==> config.mk <==
export PLATFORM = sky130hd
export DESIGN_NAME = serial_adder_ctrl
export DESIGN_NICKNAME = d
export VERILOG_FILES = /design/src/rtl/serial_adder_defs.sv /design/src/rtl/fa_cell.sv /design/src/rtl/serial_adder_ctrl.sv
export SDC_FILE = /design/constraint.sdc
export NUM_CORES = 1
export LEC_CHECK = 0
export ABC_AREA = 0
export CAP_MARGIN = 5
export CORE_UTILIZATION = 45
export CTS_CLUSTER_DIAMETER = 80
export DETAILED_ROUTE_END_ITERATION = 8
export PLACE_DENSITY = 0.85
export REMOVE_ABC_BUFFERS = 1
export SLEW_MARGIN = 10
export SYNTH_ARGS = -nofsm -noshare
export SYNTH_HDL_FRONTEND = slang
export SYNTH_HIERARCHICAL = 1
export SYNTH_SLANG_ARGS = --single-unit
==> constraint.sdc <==
create_clock -name clock -period 3.5 [get_ports clock]
set_input_delay 0.525 -clock clock [delete_from_list [all_inputs] [get_ports clock]]
set_output_delay 0.525 -clock clock [all_outputs]
set_load 0.01 [all_outputs]
==> src/rtl/serial_adder_defs.sv <==
// Shared constants for the serial adder block:
// FSM state encodings and the default operand width.
package serial_adder_defs;

  localparam int DEF_WIDTH = 8;

  typedef enum logic [1:0] {
    S_IDLE = 2'b00,
    S_ADD  = 2'b01,
    S_DONE = 2'b10
  } state_t;

endpackage

==> src/rtl/fa_cell.sv <==
// One-bit full adder cell used by the serial adder.
// Purely combinational.
module fa_cell (
  input  logic a,
  input  logic b,
  input  logic cin,
  output logic sum,
  output logic carry
);

  assign sum   = a ^ b ^ cin;
  assign carry = (a & b) | (a & cin) | (b & cin);

endmodule

==> src/rtl/serial_adder_ctrl.sv <==
// Bit-serial adder: one operand bit per cycle through a
// single full-adder cell, LSB first, with a start/done FSM.
module serial_adder_ctrl
  import serial_adder_defs::*;
#(
  parameter int WIDTH = DEF_WIDTH
) (
  input  logic             clock,
  input  logic             reset,
  input  logic             start,
  input  logic [WIDTH-1:0] a_in,
  input  logic [WIDTH-1:0] b_in,
  input  logic             cin,
  output logic             busy,
  output logic             done,
  output logic [WIDTH-1:0] sum,
  output logic             cout
);

  localparam int CW = $clog2(WIDTH);

  state_t           state;
  state_t           state_nx;
  logic [WIDTH-1:0] a_sr;
  logic [WIDTH-1:0] b_sr;
  logic [WIDTH-1:0] sum_q;
  logic             carry;
  logic             cout_q;
  logic [CW-1:0]    cnt;
  logic             fa_s;
  logic             fa_c;
  logic             accept;
  logic             last;

  assign accept = (state == S_IDLE) && start;
  assign last   = (state == S_ADD) && (cnt == CW'(WIDTH - 1));

  fa_cell u_fa (
    .a     (a_sr[0]),
    .b     (b_sr[0]),
    .cin   (carry),
    .sum   (fa_s),
    .carry (fa_c)
  );

  // State register
  always_ff @(posedge clock) begin
    if (reset) state <= S_IDLE;
    else       state <= state_nx;
  end

  // Next-state decode
  always_comb begin
    state_nx = state;
    unique case (state)
      S_IDLE:  if (start) state_nx = S_ADD;
      S_ADD:   if (last)  state_nx = S_DONE;
      S_DONE:  state_nx = S_IDLE;
      default: state_nx = S_IDLE;
    endcase
  end

  // Datapath: operand shifters, carry, bit count, result
  always_ff @(posedge clock) begin
    if (reset) begin
      a_sr   <= '0;
      b_sr   <= '0;
      sum_q  <= '0;
      carry  <= 1'b0;
      cout_q <= 1'b0;
      cnt    <= '0;
    end else if (accept) begin
      a_sr   <= a_in;
      b_sr   <= b_in;
      sum_q  <= '0;
      carry  <= cin;
      cout_q <= 1'b0;
      cnt    <= '0;
    end else if (state == S_ADD) begin
      a_sr  <= a_sr >> 1;
      b_sr  <= b_sr >> 1;
      sum_q <= {fa_s, sum_q[WIDTH-1:1]};
      carry <= fa_c;
      cnt   <= cnt + CW'(1);
      if (last) cout_q <= fa_c;
    end
  end

  assign busy = (state != S_IDLE);
  assign done = (state == S_DONE);
  assign sum  = sum_q;
  assign cout = cout_q;

endmodule

==> impl_metrics.ini <==
[layout]
drive_above_1_share_pct = 8.021
area_growth_pct = 22.13
antennaDiodeCount = 0
fillers = 251
num-nets-final = 209

[flow_run]
maxCapViolations = 0

[cts]
cts_setup_buffers = 0
clock_sinks = 31
path_clk_slew_ps = 90
cts_root_buf = clkbuf_4
cts_tree = built
clk_path_buf_depth = 2
cts-htree-levels = 2
cts_inserted_buffers = 5
clock_latency_ps = 310
hold_buffers = 0
post_cts_resized = 0

[route]
via_per_inst = 5.385
ant_nets = 0
dr_total_vias = 1174
finalWirelength_um = 2607
route.detailed.drc = 2
first_iter_violations = 29
wl_per_cell_um = 11.96
detail_route.first_pass.iterations = 8

[place]
port_buffers = 30
hpwl_um = 1805
place.gp.congestion = 0.7603
post-place-ws_ps = 1293

[setup_path]
slowest_stage = dfxtp_1
r2r_setup_slack_ps = 1670
arrival_ps = 1630
cp-end-kind = output pin
path_buf_inv = 1
crit_fanout = 14
worst_path_dominant_cell_family = flip-flops
critPathMaxStageDelay_ps = 610
worstSetupPathType = flop to output pin
worstSetupStartpointType = flop
crit_required_ps = 2970
reg2reg_from = state[1]$_SDFFE_PP0P_
path_cells = or2_2 -> clkdlybuf4s50_1
cp-startpoint = state[0]$_SDFFE_PP0P_

[synth]
synth.largest_area_cell = dfxtp_1
ys_ff_latch = 31
synth-async-reset-ratio_pct = 0
synthCells = 162
synth_edf_count = 0
syn_area_sq_um = 1385
synth_area_leaders = dfxtp_1 (45%), a21oi_1 (9.8%), nand2_1 (9.2%)
synth_top_area_share_pct = 44.81
yosysUniqueCellTypes = 29
syn-mean-instance-area_sq_um = 8.550
yosys-top-cells-count = nand2_1 (34), dfxtp_1 (31), a21oi_1 (27), nor2_1 (18), a211oi_1 (9)
yosys.cell_count.top_type = nand2_1
ys_warn_count = 6
synthFlopType = dfxtp_1
seq_area_frac_synth_pct = 44.81

[sta]
final-hold-violation-count = 0
fmax_mhz = 465.1
maxSlewViolCount = 0
setup_violations = 0
timing.final.ws_setup_ps = 1350
tns_ps = 0
holdWs_ps = 457.6
min_period_over_period_pct = 61.44
grt_setup_unrepaired = false
fin_crit_ps = 2150
slew-limit-headroom_pct = 41.92
fin_worst_skew_ps = 8.622
max_slew.worst_pin.slew_ps = 871.2

[floorplan]
pin_count = 31
die_w_um = 57.48
core_sq_um = 2829
die_height_um = 57.48
start_util_pct = 48.96
die_area_sq_um = 3304
rows = 19

[grt]
grt_max_degree = 26
grt_use_total_pct = 17.73
grt_pass1_wl_um = 4491
antenna_found_initial = 0
grt_pass1_vias = 1085
grt-ovfl-total = 0

[min_path]
hp-class = flop to flop
hp-start = b_sr[2]$_SDFFE_PP0P_

[power_and_ir_drop]
ir_drop_mv = 0.2645
power_density_nw_per_um2 = 425.2
p_leak_nw = 0.6100

[run_status]
violations = design-rule violations
outcome = finished, violations left
## cell usage in the layout (no fill, tap or decap)
| cell | instances |
|---|---|
| clkbuf_4 | 5 |
| nand2b_1 | 4 |
| and2b_1 | 1 |
| a211oi_1 | 9 |
| nor3_1 | 3 |
| o21a_1 | 1 |
| nand3b_1 | 1 |
| or2_2 | 1 |
| mux2i_1 | 1 |
| dfxtp_1 | 31 |
| nor3b_4 | 1 |
| ha_1 | 2 |
| fa_1 | 1 |
| nor2_1 | 18 |
| xnor2_1 | 1 |
| nand3_1 | 2 |
| o21ba_2 | 1 |
| clkbuf_8 | 2 |
| or3b_1 | 4 |
| nand2_1 | 34 |
| nand2b_2 | 1 |
| a21oi_1 | 27 |
| clkbuf_1 | 1 |
| nor2b_1 | 1 |
| nor2_2 | 1 |
| a211oi_2 | 3 |
| clkdlybuf4s50_1 | 30 |
## worst reg2reg max path, delay by kind of cell, from the launching register on
family          cells  cell delay [ps]
simple gates        1              740
flops               1              560
compound gates      2              440
## through the flow
step / utilization, % / cells / cell area, sq um / power, W
finish: 59.80 / 218 / 1692 / 0.0007193
global route: 59.80 / 218 / 1692 / 0.0007634
CTS: 59.80 / 218 / 1692 / 0.0007291
detailed placement: 57.36 / 210 / 1623 / 0.0005000
global placement: 57.36 / 210 / 1623 / 0.0004956
floorplan: - / 149 / 1284 / 0.0004543
## cell type report
cell class / instances / area, sq um / share of cell area (%)
well taps: 31 / 38.79 / 2.293
flip-flops and latches: 31 / 620.6 / 36.69
repair buffers: 30 / 300.3 / 17.75
clock buffers: 8 / 68.82 / 4.068
multi-input cells: 118 / 663.1 / 39.20
## metal layers
metal / wire, um / vias up / global-route usage (%)
met5: 0 / - / 0
met4: 32 / 0 / 5.226
met1: 1071 / 543 / 20.14
met3: 163 / 4 / 6.803
li1: - / 590 / -
met2: 1340 / 37 / 30.73
## power breakdown
part	total (W)	switching (W)	internal, W
Combinational	0.000104	0.0000527	0.0000515
Clock	0.000228	0.000110	0.000118
Sequential	0.000387	0.0000141	0.000373
Total	0.000719	0.000177	0.000542
## registers in the layout, summed over array words and instances, names as in the netlist
register and count:
cout 1, state 2, sum 8, a_sr 8, b_sr 8, carry 1, cnt 3
## cell families after synthesis
logic type	Yosys count	share of synthesized area (%)
simple gates	72	24.66
compound gates	41	18.61
flops	31	44.81
buf+inv	13	7.316
fa+ha+maj	3	3.252
xor+xnor	1	0.6325
mux	1	0.7227
## worst paths after layout
check | cells past startpoint | end
setup / recovery | 2 | busy
hold / removal | 2 | b_sr[1]$_SDFFE_PP0P_
hold reg to reg | 2 | b_sr[1]$_SDFFE_PP0P_
setup reg to reg | 3 | b_sr[3]$_SDFFE_PP0P_
(Power assumes the default switching activity.)
